File: config.mk
export PLATFORM = sky130hd
export DESIGN_NAME = grant_arbiter
export DESIGN_NICKNAME = d
export VERILOG_FILES = /design/src/rtl/arb_pkg.sv /design/src/rtl/code_decoder.sv /design/src/rtl/grant_arbiter.sv
export SDC_FILE = /design/constraint.sdc
export NUM_CORES = 1
export LEC_CHECK = 0
export CORE_UTILIZATION = 56
export CTS_CLUSTER_SIZE = 12
export DETAILED_ROUTE_END_ITERATION = 10
export GPL_TIMING_DRIVEN = 0
export PLACE_DENSITY = 0.89
export SYNTH_ARGS = -nofsm -noshare
export SYNTH_HDL_FRONTEND = slang
export SYNTH_SLANG_ARGS = --single-unit
File: constraint.sdc
create_clock -name clock -period 8.2 [get_ports clock]
set_input_delay 0.82 -clock clock [delete_from_list [all_inputs] [get_ports clock]]
set_output_delay 0.82 -clock clock [all_outputs]
set_load 0.02 [all_outputs]
File: src/rtl/arb_pkg.sv
// Shared constants and types for the grant arbiter: requester count, code width,
// FSM state encoding and the post-reset value of the round-robin pointer.
package arb_pkg;

    localparam int N_REQ  = 8;
    localparam int CODE_W = 3;

    typedef enum logic {
        IDLE = 1'b0,
        BUSY = 1'b1
    } state_t;

    // Pointer starts at the top index so the first search begins at requester 0.
    localparam logic [CODE_W-1:0] LAST_RST = CODE_W'(N_REQ - 1);

endpackage

File: src/rtl/code_decoder.sv
// Binary-to-one-hot decoder with enable; output is all zeros while disabled.
import arb_pkg::*;

module code_decoder (
    input  logic [CODE_W-1:0] code,
    input  logic              en,
    output logic [N_REQ-1:0]  onehot
);

    always_comb begin
        onehot = '0;
        if (en) onehot[code] = 1'b1;
    end

endmodule

File: src/rtl/grant_arbiter.sv
// Round-robin grant arbiter: 8 requesters, one grant at a time, one IDLE cycle
// between grants. GRANT_TIMEOUT_EN adds a MAX_HOLD-cycle forced revoke.
// The release pulse is named release_req because "release" is a reserved word.
import arb_pkg::*;

module grant_arbiter #(
    parameter int MAX_HOLD = 16
) (
    input  logic              clock,
    input  logic              reset,
    input  logic [N_REQ-1:0]  req,
    input  logic              release_req,
    output logic              grant_valid,
    output logic [CODE_W-1:0] grant_code,
    output logic [N_REQ-1:0]  grant,
    output logic              timeout
);

    if (MAX_HOLD < 2 || MAX_HOLD > 255) begin : g_bad_hold
        $error("grant_arbiter: MAX_HOLD must be in 2..255");
    end

    state_t            state, state_n;
    logic [CODE_W-1:0] last, last_n;
    logic [CODE_W-1:0] code_n;
    logic [CODE_W-1:0] win, idx;
    logic              end_normal;
    logic              expire;

    // Lowest offset from last+1 wins; offset N_REQ wraps back to last itself.
    always_comb begin
        win = last;
        idx = last;
        for (int i = N_REQ; i >= 1; i--) begin
            idx = last + CODE_W'(i);
            if (req[idx]) win = idx;
        end
    end

    assign end_normal = release_req || !req[grant_code];

    always_comb begin
        state_n = state;
        code_n  = grant_code;
        last_n  = last;
        case (state)
            IDLE: begin
                if (|req) begin
                    state_n = BUSY;
                    code_n  = win;
                    last_n  = win;
                end
            end
            BUSY: begin
                if (end_normal || expire) state_n = IDLE;
            end
            default: state_n = IDLE;
        endcase
    end

    always_ff @(posedge clock) begin
        if (reset) begin
            state      <= IDLE;
            grant_code <= '0;
            last       <= LAST_RST;
        end else begin
            state      <= state_n;
            grant_code <= code_n;
            last       <= last_n;
        end
    end

`ifdef GRANT_TIMEOUT_EN
    logic [7:0] hold_cnt;

    assign expire = (state == BUSY) && (hold_cnt == 8'(MAX_HOLD - 1));

    always_ff @(posedge clock) begin
        if (reset) begin
            hold_cnt <= '0;
            timeout  <= 1'b0;
        end else begin
            if (state == IDLE && |req) hold_cnt <= '0;
            else if (state == BUSY)    hold_cnt <= hold_cnt + 8'd1;
            // A normal release in the expiry cycle takes precedence over revoke.
            timeout <= expire && !end_normal;
        end
    end
`else
    assign expire  = 1'b0;
    assign timeout = 1'b0;
`endif

    assign grant_valid = (state == BUSY);

    code_decoder u_dec (
        .code   (grant_code),
        .en     (grant_valid),
        .onehot (grant)
    );

endmodule

Word-level counts from Yosys, hierarchy flattened
Cells that the tools add are included.
Widths: inputs -> output; s select.
- word-level logic and storage cells: 54
- bits in registers: 7
- bitwise logic cells: 1
- muxes and demuxes: 29
- reductions and logical operators: 5
- $add $sub $neg: 7
- magnitude comparators: 9
- operators by type and width (kind ; number):
    $lt 3x4->1 const B ; 8
    $bmux 1 s3 ; 8
    $mux 3 ; 7
    $add 3x3->3 const B ; 4
    $mux 1 ; 11
    $mux 8 ; 1
    $reduce_or 8->1 ; 1
    $add 3x2->3 const B ; 2
    $add 3x1->3 const B ; 1
    $demux 1 s3 ; 1
    $ge 3x1->1 const B ; 1
    $pmux 1 s2 ; 1
    $reduce_and 2->1 ; 1
    $logic_and 1x1->1 ; 1
    $logic_not 1->1 ; 1
    $logic_or 1x1->1 ; 1
    $not 1->1 ; 1

Logic depth before layout (Yosys ltp)
Gate-level depths: netlist of the first run.
- word-level depth: 10
- depth in mapped cells: 12

By module
A second synthesis of the first run with hierarchy kept.
- cells, all modules: 131
- area total of the unflattened synthesis: 1188.6 um^2
- modules (own cells, without submodules) (module ; cells an instance ; sequential area each (um^2) ; area each (um^2) ; times used):
    grant_arbiter ; 123 ; 140.1 ; 1093.5 ; 1
    code_decoder ; 8 ; 0.0 ; 95.1 ; 1

Least setup slack after synthesis of the first run
No wires, ideal clock.
- path type: register -> register
- start: reg last[1]
- end: reg last[1]
- arrival time: 2.512 ns
- cell stages (with the launch flop): 12
- clock period less this slack: 2.634 ns
- path slack: 5.566 ns
- cell sequence: dfxtp_1 > buf_4 > clkinv_1 > ha_1 > buf_2 > mux4_2 > nand2_1 > nand3_1 > a222oi_1 > a211oi_1 > nor3_2 > o21bai_1
- longest elaborated chain between the ends: 10
- RTL lines (item ; line ; source):
    from (decl) ; grant_arbiter.sv:24 ; logic [CODE_W-1:0] last, last_n;
    from (signal assigned) ; grant_arbiter.sv:69 ; last <= last_n;
    $add 3x3->3 ; grant_arbiter.sv:35 ; idx = last + CODE_W'(i);
    $bmux 1 s3 ; grant_arbiter.sv:36 ; if (req[idx]) win = idx;
    $mux 1 (not written as such) ; grant_arbiter.sv:36 ;
    $mux 3 (6 in a row) ; grant_arbiter.sv:36 ;
    $mux 3 (*) ; grant_arbiter.sv:36 ;
Every way passes the cells marked *; elsewhere a longest branch is shown, timed or not. The select of a mux whose other input is x is not followed.
A chain may end at the register's enable or synchronous reset.

Worst setup path after layout of the first run
Ends and elaborated chain as after synthesis.

==> results.md, run 1 <==
* CP max stage delay at 0.53 ns
* Post-Syn Area per Cell at between 8 and 9 µm²
* Vias in the first global route at 1235
* Total grt overflow at 0
* Die Height at 48.8 µm
* Commonest non-fill, non-tap cells in the layout: clkdlybuf4s50_1 (22), nand2_1 (20), nor2_1 (16)
* Largest family of logic cells by synthesized area: multiplexers
* First-pass GRT wire length at between 5000 and 6000 µm
* WL final at around 3400 µm
* GRT Total Usage at 0.320
* Diode count at 0
* First DRT Iteration DRCs at just over 70
* Area of the multi-input gates at about 1000 µm²
* Hold Buf Count CTS at 0
* Final core utilization at 0.753
* Final setup violation count at 0
* Largest net degree at the start of global routing at 11
* Largest delay share family, worst path: buffers and inverters
* Hold Fails Final Rpt at 0
* Slew Viols, Final at 0
* Die Area at 2380 µm²
* Clk buf depth at 2
* Clock sink count at 7
* Gates resized, CTS repair at 0
* Pleak at ~0.57 nW
* Average vias per placed instance at 6.44
* Peak Freq at approximately 330 MHz
* Startpoint types: register
* RSZ-0062 raised after global routing: no
* Commonest non-fill, non-tap cell in the layout: clkdlybuf4s50_1
* Layout cells sized above 1 at 0.179
* Post-layout instance area at ~1500 µm²
* TritonCTS clock tree: done
* Width of the die at just under 50 µm
* Worst-path maximum fanout at 10
* Worst min-delay path category: register to register
* Power after layout at roughly 570 µW
* Worst VDD drop at roughly 0.26 mV
* CP max-delay cell: mux4_2
* Filler cells at approximately 160
* Clk pin slew, worst setup/hold paths at around 0.06 ns
* Final period util at 0.367
* Sw Share at 0.513
* CTS Buf Count at 3
* Clk root buf: clkbuf_4
* Final ANT Viol Nets at 0
* Share of synthesized registers carrying an async set or reset at 0
* GPL Wtd Cong at around 0.94
* Post-Synthesis Cell Area at approximately 1200 µm²
* Hpwl dp at 2640 µm
* Pint at approximately 280 µW
* Comb pwr share at 0.838
* # H-tree levels at 1
* Share of power burned in the clock network at 0.061
* Pwr dens at 378 nW/µm²
* Yosys warnings at 0
* EDFF count, synth at 0
* Yosys reg bits at 7
* Compound-Gate Fraction of Synth Area at 0.198
* Dominant synthesized flop cell: dfxtp_1
* Critical Path Start: last[1]$_SDFFE_PP1P_
* Adder-Cell Fraction of Synth Area at 0.0204
* Unique masters post-synth at 48
* Simple-gate share of the synthesized area at 0.275
* Crit path kind: register to register
* Cell count after synthesis at approximately 150
* Hold Crit Start: grant_valid$_SDFF_PP0_
* Placed cells at between 200 and 250
* Post-DR wirelength/cell at ~16 µm
* Starting Density at 0.613
* Area grow syn2layout at 22.8%
* CP Buf/Inv Count at 3
* Placed inst area at 1480 µm²
* Setup_tns at 0 ns
* P_sw at about 300 µW
* Via Count at roughly 1.3k
* Row count at 16
* Initial antenna violation count at 0
* Non-filler instance count after layout at 206
* Final Critical Period at 3.01 ns
* Xor/xnor share of the synthesized area at 0.0143
* Critical Path AT at 3.16 ns
* I/O Pins at 24
* Register area at roughly 140 µm²
* Nets at roughly 190
* Worst endpoint required time at approximately 8.4 ns
* Worst r2r src: last[1]$_SDFFE_PP1P_
* Max_cap viols at 0
* DRC Markers at 0
* Critical path capture point type: register
* Syn Nets at between 150 and 200
* Clock latency on the worst-skew pair at ~0.27 ns
* Register area share after synthesis at 0.114
* Buffers on Ports at 22
* Core area at 2000 µm²
* Proportion of synthesized area in mux cells at 0.309
* Reg power frac at 0.102
* Clk_skew at roughly 0.0096 ns
* Crit path cell chain: buf_4, clkinv_1, ha_1, buf_2, mux4_2, nand2_1, nand3_1, a222oi_1, a211oi_1, nor3_2, o21bai_1
* Status: complete, no violations
* # Post-CTS Setup Buffers at 0
* Drt pass-1 iters at 4
## stage by stage
step                hold slack (ns)  setup WS, ns
CTS                           0.565          5.18
detailed placement            0.558          5.06
finish                        0.562          5.19
floorplan                     0.602          5.57
global placement              0.534          5.09
global route                  0.636          4.99
## synth_stat cells, drive strengths merged, types with 2 or more instances
library cell   n  share of area
a211o          2          0.014
a21oi         11          0.048
a22oi          3          0.018
a31oi          3          0.015
buf            6          0.039
clkbuf         4          0.012
clkinv         2         0.0061
dfxtp          7           0.11
ha             2          0.020
inv            3         0.0092
mux2           8          0.076
mux2i          6          0.049
mux4          10           0.18
nand2         20          0.061
nand2b         7          0.036
nand3          3          0.012
nor2          16          0.049
nor2b          3          0.021
nor3           6          0.033
nor3b          2          0.012
nor4           3          0.015
o21ai          7          0.029
## registers in the layout (all words and copies together) (netlist names)
signal	cells
grant_valid	1
last	3
grant_code	3
## power groups by stage
stage | sequential, mW | clock, mW | combinational [mW]
floorplan | 0.0615 | 0 | 0.367
global placement | 0.0589 | 0 | 0.453
detailed placement | 0.0588 | 0 | 0.468
CTS | 0.0581 | 0.0348 | 0.470
global route | 0.0603 | 0.0374 | 0.521
finish | 0.0579 | 0.0345 | 0.477
## routing by layer
| layer | GRT usage | vias up | share of wire | wire length [µm] |
|---|---|---|---|---|
| met2 | 0.516 | 62 | 0.48 | 1630 |
| met4 | 0.0539 | 0 | 0.014 | 47 |
| li1 | - | 626 | - | - |
| met1 | 0.447 | 630 | 0.43 | 1450 |
| met3 | 0.0654 | 8 | 0.073 | 246 |
| met5 | 0 | - | 0 | 0 |
## worst paths after layout
path / depth (start not counted) / slack, ns / endpoint
min: 2 / 0.56 / grant_valid$_SDFF_PP0_
max: 11 / 5.19 / last[1]$_SDFFE_PP1P_
max reg2reg: 11 / 5.19 / last[1]$_SDFFE_PP1P_
min reg2reg: 2 / 0.56 / grant_valid$_SDFF_PP0_
## layout make-up
type                       instances  share of cell area
multi-input combinational        131               0.667
buffer                            10              0.0415
sequential                         7              0.0929
tap                               27              0.0224
clock buffer                       4              0.0174
timing repair buffer              22               0.146
inverter                           5              0.0124
## worst register-to-register path: stages (launching register included)
cell      delay [ns]
dfxtp_1         0.39
buf_4           0.20
clkinv_1        0.21
ha_1            0.36
buf_2           0.25
mux4_2          0.54
nand2_1         0.08
nand3_1         0.09
a222oi_1        0.34
a211oi_1        0.14
nor3_2          0.19
o21bai_1        0.10
## cell families after synthesis
group	Yosys count
AND/OR/NAND/NOR	65
AO/OA/AOI/OAI	37
multiplexers	24
buffers and inverters	15
flip-flops	7
adder cells (fa/ha/maj)	2
XOR/XNOR	2
other	1
Note: power is estimated with default switching activity, not from simulation.
==> inputs of run 2 (changes only) <==
--- a/config.mk
+++ b/config.mk
@@ -5,11 +5,11 @@
 export SDC_FILE = /design/constraint.sdc
 export NUM_CORES = 1
 export LEC_CHECK = 0
-export CORE_UTILIZATION = 56
+export CORE_UTILIZATION = 47
 export CTS_CLUSTER_SIZE = 12
 export DETAILED_ROUTE_END_ITERATION = 10
 export GPL_TIMING_DRIVEN = 0
-export PLACE_DENSITY = 0.89
+export PLACE_DENSITY = 0.8
 export SYNTH_ARGS = -nofsm -noshare
 export SYNTH_HDL_FRONTEND = slang
 export SYNTH_SLANG_ARGS = --single-unit
==> constraint.sdc (replaced) <==
create_clock -name clock -period 2.4 [get_ports clock]
set_input_delay 0.24 -clock clock [delete_from_list [all_inputs] [get_ports clock]]
set_output_delay 0.24 -clock clock [all_outputs]
set_load 0.02 [all_outputs]
==> results.md, run 2 (synthesis results as in run 1) <==
* Commonest non-fill, non-tap cell in the layout: clkdlybuf4s50_1 (unchanged)
* Worst min-delay path category: register to register (unchanged)
* Row count at 18 (was 16)
* Setup_tns at -0.246 ns (was 0 ns)
* GPL Wtd Cong at 0.975 (was 0.944)
* Starting Density at 0.495 (was 0.613)
* Drt pass-1 iters at 7 (was 4)
* Final setup violation count at 2 (was 0)
* Power after layout at 2.27 mW (was 569 µW)
* Final Critical Period at 2.55 ns (was 3.01 ns)
* GRT Total Usage at 0.266 (was 0.320)
* Startpoint types: register (unchanged)
* CTS Buf Count at 3 (unchanged)
* Vias in the first global route at 1116 (was 1235)
* Final setup margin at -0.148 ns (was 5.19 ns)
* Final ANT Viol Nets at 0 (unchanged)
* Placed inst area at 1520 µm² (was 1480 µm²)
* Placed cells at 205 (was 202)
* First DRT Iteration DRCs at 60 (was 71)
* Total grt overflow at 0 (unchanged)
* Peak Freq at 392 MHz (was 333 MHz)
* Failing checks: design-rule violations, negative setup slack
* # H-tree levels at 1 (unchanged)
* Worst-path maximum fanout at 6 (was 10)
* Non-filler instance count after layout at 216 (was 206)
* Final core utilization at 0.678 (was 0.753)
* Crit path kind: register to register (unchanged)
* DRC Markers at 2 (was 0)
* WL final at 3400 µm (was 3370 µm)
* Area grow syn2layout at 36.9% (was 22.8%)
* Clk buf depth at 2 (unchanged)
* Via Count at 1335 (was 1326)
* Layout cells sized above 1 at 0.285 (was 0.179)
* I/O Pins at 24 (unchanged)
* Die Area at 2820 µm² (was 2380 µm²)
* Post-DR wirelength/cell at 15.7 µm (was 16.4 µm)
* Pwr dens at 1350 nW/µm² (was 378 nW/µm²)
* Die Height at 53.1 µm (was 48.8 µm)
* Diode count at 0 (unchanged)
* Setup WS pre-CTS at -0.390 ns (was 5.06 ns)
* Final hold slack at 0.557 ns (was 0.562 ns)
* Average vias per placed instance at 6.18 (was 6.44)
* Pleak at 0.632 nW (was 0.572 nW)
* Hold Fails Final Rpt at 0 (unchanged)
* Hpwl dp at 2560 µm (was 2640 µm)
* Nets at 200 (was 193)
* Commonest non-fill, non-tap cells in the layout: clkdlybuf4s50_1 (22), nand2_1 (19), nor2_1 (16) (was clkdlybuf4s50_1 (22), nand2_1 (20), nor2_1 (16))
* Largest net degree at the start of global routing at 11 (unchanged)
* Final period util at 1.06 (was 0.367)
* Critical Path AT at 2.68 ns (was 3.16 ns)
* Critical path capture point type: register (unchanged)
* Clock latency on the worst-skew pair at 0.26 ns (was 0.27 ns)
* Clk root buf: clkbuf_4 (unchanged)
* First-pass GRT wire length at 5420 µm (was 5920 µm)
* Post-layout instance area at 1680 µm² (was 1510 µm²)
* Clk pin slew, worst setup/hold paths at 0.06 ns (about the same)
* Buffers on Ports at 22 (unchanged)
* TritonCTS clock tree: done (unchanged)
* Max_cap viols at 0 (unchanged)
* Worst VDD drop at 0.836 mV (was 0.256 mV)
* Clock sink count at 7 (unchanged)
* Initial antenna violation count at 0 (unchanged)
* Status: finished with violations (was complete, no violations)
* Core area at 2480 µm² (was 2000 µm²)
* Clk_skew at 0.00773 ns (was 0.00956 ns)
* Slew Viols, Final at 0 (unchanged)
* Worst endpoint required time at 2.53 ns (was 8.35 ns)
* Width of the die at 53.1 µm (was 48.8 µm)
* RSZ-0062 raised after global routing: yes (was no)
## run 2: final timing paths
check	startpoint	endpoint	slack (ns)	depth (start not counted)
min reg2reg	grant_valid$_SDFF_PP0_	grant_valid$_SDFF_PP0_	0.56	2
max	last[0]$_SDFFE_PP1P_	last[1]$_SDFFE_PP1P_	-0.15	12
max reg2reg	last[0]$_SDFFE_PP1P_	last[1]$_SDFFE_PP1P_	-0.15	12
min	grant_valid$_SDFF_PP0_	grant_valid$_SDFF_PP0_	0.56	2
## run 2: power breakdown
part           leakage [nW]  total (mW)  internal, mW  switching (mW)
clock                0.0150       0.112        0.0638          0.0485
sequential           0.0581       0.212         0.163          0.0485
combinational         0.559        1.94         0.936            1.01
total                 0.632        2.27          1.16            1.11
## run 2: worst max-delay path, stage by stage (launching register included)
cell and delay, ns:
dfxtp_2 0.35, buf_8 0.10, buf_8 0.09, inv_6 0.03, ha_4 0.26, buf_8 0.11
mux4_2 0.49, nand2_1 0.07, nand3_1 0.10, a222oi_1 0.37, a211oi_1 0.14, nor3_2 0.19
o21bai_1 0.10
## run 2: layer usage
layer  part of all wire  wire length (µm)  global-route usage
met3              0.050               170              0.0517
met2               0.50              1710               0.430
met5                  0                 0                   0
met4             0.0044                15              0.0175
met1               0.44              1500               0.378
## run 2: area by class of cell
type	instances	area, µm²
multi-input combinational	131	1080
fill	209	797
timing repair buffer	29	280
sequential	7	145
buffer	10	83.8
tap	30	37.5
inverter	5	28.8
clock buffer	4	26.3
## run 2: timing repair
action                                  CTS  global route
buffers inserted                          5             3
pin swaps                                 4             6
hold buffers                              0             0
gates cloned                              0             0
resized for setup                         6            15
endpoints found under the setup margin    6             6
==> inputs of run 3 (changes only) <==
--- a/config.mk
+++ b/config.mk
@@ -6,10 +6,11 @@
 export NUM_CORES = 1
 export LEC_CHECK = 0
 export CORE_UTILIZATION = 47
-export CTS_CLUSTER_SIZE = 12
+export CTS_CLUSTER_SIZE = 8
 export DETAILED_ROUTE_END_ITERATION = 10
 export GPL_TIMING_DRIVEN = 0
 export PLACE_DENSITY = 0.8
+export SLEW_MARGIN = 5
 export SYNTH_ARGS = -nofsm -noshare
 export SYNTH_HDL_FRONTEND = slang
 export SYNTH_SLANG_ARGS = --single-unit
==> results of run 3 <==
No change in the layout: final DEF, timing and power equal those of run 2.
